[src/rtl/sha256_pkg.sv]
// Shared constants, block-type codes and feeder state encoding for the
// SHA-256 message feeder slice.
package sha256_pkg;

  localparam int          DEF_MAX_WORDS = 29;
  localparam int          LEN_W         = 5;
  localparam int          ONE_BLK_MAX   = 13;
  localparam logic [31:0] PAD_WORD      = 32'h8000_0000;

  typedef enum logic [1:0] {
    HASH        = 2'd0,
    MERKLE_LEAF = 2'd1,
    HEADER      = 2'd2
  } blk_type_e;

  typedef enum logic [2:0] {
    IDLE  = 3'd0,
    LOAD  = 3'd1,
    PAD   = 3'd2,
    START = 3'd3,
    RUN   = 3'd4
  } state_e;

endpackage

[src/rtl/sha256_pad_block.sv]
// Combinational former for one 16-word block of the padded message:
// data words, the 0x80000000 marker, zeros, then the bit length last.
module sha256_pad_block
  import sha256_pkg::*;
#(
  parameter int MAX_WORDS = DEF_MAX_WORDS
) (
  input  logic [MAX_WORDS-1:0][31:0] i_buf,
  input  logic [LEN_W-1:0]           i_len,
  input  logic                       i_nblk,
  input  logic                       i_blk_idx,
  output logic [511:0]               o_block
);

  logic [LEN_W-1:0] w_last_idx;
  logic [31:0]      w_len_bits;

  // i_nblk: 0 = one block, 1 = two blocks
  assign w_last_idx = i_nblk ? 5'd31 : 5'd15;
  assign w_len_bits = {{(32-LEN_W-5){1'b0}}, i_len, 5'b0};

  for (genvar gi = 0; gi < 16; gi++) begin : g_word
    logic [LEN_W-1:0] w_p;
    logic [31:0]      w_word;

    assign w_p = {i_blk_idx, 4'(gi)};

    always_comb begin
      w_word = 32'h0;
      if (w_p < i_len)
        w_word = i_buf[w_p];
      else if (w_p == i_len)
        w_word = PAD_WORD;
      else if (w_p == w_last_idx)
        w_word = w_len_bits;
    end

    assign o_block[511-32*gi -: 32] = w_word;
  end

endmodule

[src/rtl/sha256_msg_feeder.sv]
// Buffers a word-stream message, pads it into one or two SHA-256 blocks,
// sequences the core through them and returns the final digest.
module sha256_msg_feeder
  import sha256_pkg::*;
#(
  parameter int MAX_WORDS = DEF_MAX_WORDS
) (
  input  logic         CLK,
  input  logic         nreset,
  input  logic         in_valid,
  output logic         in_ready,
  input  logic [31:0]  in_data,
  input  logic         in_last,
  output logic         sha_start,
  output logic [511:0] sha_msg,
  output logic [1:0]   sha_blk_type,
  input  logic [255:0] sha_hash,
  input  logic         sha_blk_done,
  output logic [255:0] digest,
  output logic         digest_valid,
  output logic         len_err,
  output logic         busy
);

  state_e                     r_state;
  state_e                     w_state_next;
  logic [MAX_WORDS-1:0][31:0] r_buf;
  logic [LEN_W-1:0]           r_cnt;
  logic [LEN_W-1:0]           r_len;
  logic                       r_blk_idx;
  logic [511:0]               r_sha_msg;
  blk_type_e                  r_sha_blk_type;
  logic                       r_sha_start;
  logic [255:0]               r_digest;
  logic                       r_digest_valid;
  logic                       r_len_err;

  logic                       w_loading;
  logic                       w_accept;
  logic                       w_overflow;
  logic                       w_nblk;
  logic                       w_swap;
  logic                       w_finish;
  logic                       w_pad_idx;
  logic [511:0]               w_block;

  assign w_loading  = (r_state == IDLE) || (r_state == LOAD);
  assign in_ready   = w_loading & nreset;
  assign w_accept   = in_valid & in_ready;
  assign w_overflow = w_accept & ~in_last & (r_cnt == LEN_W'(MAX_WORDS - 1));
  assign w_nblk     = (r_len > LEN_W'(ONE_BLK_MAX));
  // Second block must be on sha_msg at the very edge that sees blk_done.
  assign w_swap     = (r_state == RUN) & sha_blk_done & w_nblk & ~r_blk_idx;
  assign w_finish   = (r_state == RUN) & sha_blk_done & ~w_swap;
  assign w_pad_idx  = (r_state == RUN);

  sha256_pad_block #(
    .MAX_WORDS (MAX_WORDS)
  ) u_pad (
    .i_buf     (r_buf),
    .i_len     (r_len),
    .i_nblk    (w_nblk),
    .i_blk_idx (w_pad_idx),
    .o_block   (w_block)
  );

  always_ff @(posedge CLK or negedge nreset) begin
    if (!nreset) r_state <= IDLE;
    else         r_state <= w_state_next;
  end

  always_comb begin
    w_state_next = r_state;
    case (r_state)
      IDLE, LOAD: begin
        if (w_accept) begin
          if (in_last)         w_state_next = PAD;
          else if (w_overflow) w_state_next = IDLE;
          else                 w_state_next = LOAD;
        end
      end
      PAD:     w_state_next = START;
      START:   w_state_next = RUN;
      RUN:     if (w_finish) w_state_next = IDLE;
      default: w_state_next = IDLE;
    endcase
  end

  always_ff @(posedge CLK) begin
    if (w_accept) r_buf[r_cnt] <= in_data;
  end

  always_ff @(posedge CLK or negedge nreset) begin
    if (!nreset) begin
      r_cnt          <= '0;
      r_len          <= '0;
      r_blk_idx      <= 1'b0;
      r_sha_msg      <= '0;
      r_sha_blk_type <= HASH;
      r_sha_start    <= 1'b0;
      r_digest       <= '0;
      r_digest_valid <= 1'b0;
      r_len_err      <= 1'b0;
    end else begin
      r_sha_start    <= 1'b0;
      r_digest_valid <= 1'b0;
      r_len_err      <= 1'b0;
      if (w_accept) begin
        if (w_overflow) begin
          r_cnt     <= '0;
          r_len_err <= 1'b1;
        end else begin
          r_cnt <= r_cnt + 1'b1;
          if (in_last) r_len <= r_cnt + 1'b1;
        end
      end
      if (r_state == PAD) begin
        r_sha_msg   <= w_block;
        r_sha_start <= 1'b1;
        if (!w_nblk)                     r_sha_blk_type <= HASH;
        else if (r_len == LEN_W'(16))    r_sha_blk_type <= MERKLE_LEAF;
        else                             r_sha_blk_type <= HEADER;
      end
      if (w_swap) begin
        r_sha_msg <= w_block;
        r_blk_idx <= 1'b1;
      end
      if (w_finish) begin
        r_digest       <= sha_hash;
        r_digest_valid <= 1'b1;
        r_cnt          <= '0;
        r_blk_idx      <= 1'b0;
      end
    end
  end

  assign sha_start    = r_sha_start;
  assign sha_msg      = r_sha_msg;
  assign sha_blk_type = r_sha_blk_type;
  assign digest       = r_digest;
  assign digest_valid = r_digest_valid;
  assign len_err      = r_len_err;
  assign busy         = (r_state != IDLE);

endmodule

[config.mk]
export PLATFORM = sky130hd
export DESIGN_NAME = sha256_msg_feeder
export DESIGN_NICKNAME = d
export VERILOG_FILES = /design/src/rtl/sha256_pkg.sv /design/src/rtl/sha256_pad_block.sv /design/src/rtl/sha256_msg_feeder.sv
export SDC_FILE = /design/constraint.sdc
export NUM_CORES = 2
export LEC_CHECK = 0
export ABC_CLOCK_PERIOD_IN_PS = 3000
export CORE_AREA = 2 2 411 413
export CTS_BUF_LIST = sky130_fd_sc_hd__clkbuf_4
export DETAILED_ROUTE_END_ITERATION = 10
export DIE_AREA = 0 0 413 415
export GPL_ROUTABILITY_DRIVEN = 0
export PLACE_DENSITY = 0.62
export SETUP_SLACK_MARGIN = 0.4
export SLEW_MARGIN = 40
export SYNTH_ARGS = -nofsm -noshare
export SYNTH_HDL_FRONTEND = slang
export SYNTH_SLANG_ARGS = --single-unit
[constraint.sdc]
create_clock -name CLK -period 3 [get_ports CLK]
set_input_delay 0.45 -clock CLK [delete_from_list [all_inputs] [get_ports CLK]]
set_output_delay 0.45 -clock CLK [all_outputs]
set_load 0.1 [all_outputs]
==> summary.md <==
The flow ran to the end, and the final reports show no timing, DRC or antenna violations. The transition time at the pin with the least slew margin is 0.8449 ns. The post-synthesis cell type with the largest combined area was sky130_fd_sc_hd__edfxtp_1. The relative slew slack was 43.49%; the achievable clock frequency was 0.3471 GHz. The highest fanout seen on the critical path is 4. Number of global-route vias before repair: 43210.

The number of failing hold endpoints at the final stage was 0. The instance area at placement was 74880 um^2; the share of layout cells above drive strength 1 was 37.14%. Share of the synthesized area in the top cell type: 44.62%.

TritonCTS built the clock tree. The chip width was 413 um; the number of nets produced by synthesis was 4144. The core outline area is 166700 um^2, and the fraction of registers with async set/reset is 45.89%. Yosys printed 0 warnings.

The run gives 2.55 ns as the required time of the worst setup path. CTS built an H-tree with a depth of 5. The post-layout instance area is 89700 um^2. For the final count of pins violating max slew, the log shows 0. The logs give 42310 for the via total after detailed routing and 224500 um for the wire length reported by the detailed router.

Compared with the post-synthesis result, the final layout area differs by 43.63%. The tools report the detailed-placement wirelength estimate as 141900 um. Leaving out fill and tap cells, the most frequent cell in the layout is sky130_fd_sc_hd__edfxtp_1.

Synthesis instantiated 55 different standard cells from the library. The worst setup path is captured at an output pin. For the worst setup path, the data arrival time is 2.43 ns. In the layout the commonest cells are 928 x sky130_fd_sc_hd__edfxtp_1, 737 x sky130_fd_sc_hd__clkbuf_4, 620 x sky130_fd_sc_hd__dfrtp_1.

For this run, design rule violations remaining after detail routing come to 0. The number of placed cells counting well taps is 7007, and the TritonCTS buffer count is 453. Clock-pin slew was measured on the worst setup and hold paths at 0.08 ns.

The post-layout minimum cycle time came out at 2.881 ns. Start point of the critical path: r_state[2]$_DFFE_PN0P_. The worst setup path is launched from a flip-flop. Number of nets with antenna violations after routing: 0.

The area of the die was 171400 um^2; the number of register bits inferred by synthesis was 1715. Total of max-cap violations: 0. The routed wirelength normalized by instance count was 27.29 um. The clock sink total was 1715. For the initial antenna violation count, the log shows 60.

In this run the vertical extent of the chip is 415 um. Sequential elements use 76.15% of the synthesized area. Setup repair after global routing could not meet its margin everywhere. The initial core utilization was 37.47%. Entering global routing, the biggest net connects 148 pins. The first detailed-routing pass ran for 6 iterations. In this run, the number of DRC markers left after iteration 0 of detailed routing was 3615. The net total in the final layout was 5930; the count of flip-flops with a built-in enable after synthesis was 928.

Ranked by total cell area, the synthesized netlist is headed by sky130_fd_sc_hd__edfxtp_1 45%, sky130_fd_sc_hd__dfrtp_1 32%, sky130_fd_sc_hd__mux2i_1 6.7%, sky130_fd_sc_hd__mux2_2 4.7%, sky130_fd_sc_hd__o31ai_1 4.5%. The detailed-route vias per instance came out at 5.144. Between clock sinks in the finished design, the worst skew comes to 0.1318 ns. The path type of the worst setup path is flip-flop to output pin. The most used flip-flop cell after synthesis is sky130_fd_sc_hd__edfxtp_1. After synthesis the cells add up to 62450 um^2. Leaving out filler cells and counting taps, the final layout contains 8226. The tools report the clock latency on the worst-skew pair as 1.36 ns. The worst hold-check path type is primary input to async pin. Across all hold checks on the routed design, the worst slack comes to 0.1770 ns. In this run the tool buffered the top-level ports with 1067 buffer cells. The first global-routing pass estimated 309700 um of wire. After technology mapping, the gate count stands at 3845. For the count of final setup violators, the log shows 0.

During I/O placement, the number of pins put on the boundary was 1068. Global routing used 25.32% of the available tracks. The reg-to-reg startpoint is r_state[2]$_DFFE_PN0P_. The maximum number of buffers from clock root to sink was 4; the aggregate global routing overflow was 0. A synthesized cell averages 16.24 um^2. The initialized floorplan defines 150 standard-cell rows.

After layout, the worst path uses 96.04% of the clock period. The cell sitting at the root of the clock tree is a sky130_fd_sc_hd__clkbuf_4.
==> cell families (layout without fill, tap and decap cells) <==
group | count (synthesis) | count (layout) | synth area share, %
flops | 1715 | 1715 | 76.15
simple gates | 680 | 680 | 4.394
mux | 675 | 675 | 11.34
compound gates | 512 | 512 | 6.050
buf+inv | 253 | 2401 | 1.887
fa+ha+maj | 6 | 6 | 0.1202
xor+xnor | 4 | 4 | 0.05611
other cells | 0 | 29 | 0
==> per-layer routing <==
metal / global-route usage [%] / part of all wire (%) / vias to the layer above
li1: - / - / 18220
met1: 29.06 / 36 / 21590
met2: 42.06 / 50 / 2008
met3: 7.385 / 8.5 / 492
met4: 14.53 / 5.9 / 6
met5: 0 / 0.018 / -
==> final cells by class <==
cell class	instances	area [um^2]
flip-flops and latches	1715	47770
diodes	29	72.57
inverters	7	37.54
clock inverters	80	350.3
clock buffers	737	5533
multi-input cells	1877	14040
fillers	13340	76960
repair buffers	1577	19130
well taps	2204	2758
==> path summary, 6_finish.rpt <==
check | end | slack (ns) | cells past startpoint
min in group CLK | r_buf[896]$_DFFE_PP_ | 0.20 | 2
worst max-delay path | in_ready | 0.12 | 3
worst min-delay path | sha_msg[19]$_DFFE_PN0P_ | 0.18 | 6
worst max register to register | sha_msg[389]$_DFFE_PN0P_ | 0.47 | 7
max in group asynchronous | sha_msg[262]$_DFFE_PN0P_ | 0.75 | 10
worst min register to register | sha_msg[64]$_DFFE_PN0P_ | 0.41 | 2
==> what timing repair did <==
| action | in CTS | in global routing |
|---|---|---|
| setup endpoints to repair | 813 | 570 |
| endpoints found under the hold margin | 1975 | 0 |
| resized for setup | 1045 | 295 |
| pin swaps | 2 | 4 |
| cloned | 1 | 5 |
| setup buffers | 19 | 11 |
| hold buffers | 336 | 0 |
==> synthesized netlist by cell type, types with 32 or more instances <==
master,instances
sky130_fd_sc_hd__nor2_1,41
sky130_fd_sc_hd__mux2i_1,416
sky130_fd_sc_hd__dfrtp_1,787
sky130_fd_sc_hd__o31ai_1,375
sky130_fd_sc_hd__nand2_1,542
sky130_fd_sc_hd__mux2_2,258
sky130_fd_sc_hd__nand3_1,62
sky130_fd_sc_hd__a22o_1,32
sky130_fd_sc_hd__clkbuf_1,97
sky130_fd_sc_hd__edfxtp_1,928
sky130_fd_sc_hd__o21ai_1,32
sky130_fd_sc_hd__buf_2,135
==> flip-flops by register name, summed over array words and instances (netlist names) <==
signal        flops
r_cnt             5
len_err           1
sha_start         1
sha_msg         512
r_state           3
r_len             5
digest          256
digest_valid      1
sha_blk_type      2
r_buf           928
r_blk_idx         1
==> metrics by stage <==
step | setup TNS [ns] | utilization [%] | worst slack (ns)
2_1_floorplan | -64.70 | - | -0.1002
3_3_place_gp | 0 | 44.86 | 0.2925
3_5_place_dp | 0 | 44.93 | 0.2645
4_1_cts | -0.2269 | 52.96 | -0.1139
5_1_grt | -0.09557 | 53.81 | -0.05132
6_report | 0 | 53.82 | 0.1189
==> worst max-delay path, stage by stage, from the launching register on <==
cell and delay, ns:
sky130_fd_sc_hd__dfrtp_1 0.40, sky130_fd_sc_hd__buf_6 0.14, sky130_fd_sc_hd__nor3b_4 0.35, sky130_fd_sc_hd__buf_12 0.22
Power is not shown: default switching activity piles up to over one toggle a cycle in this logic, so the estimate is an artifact.
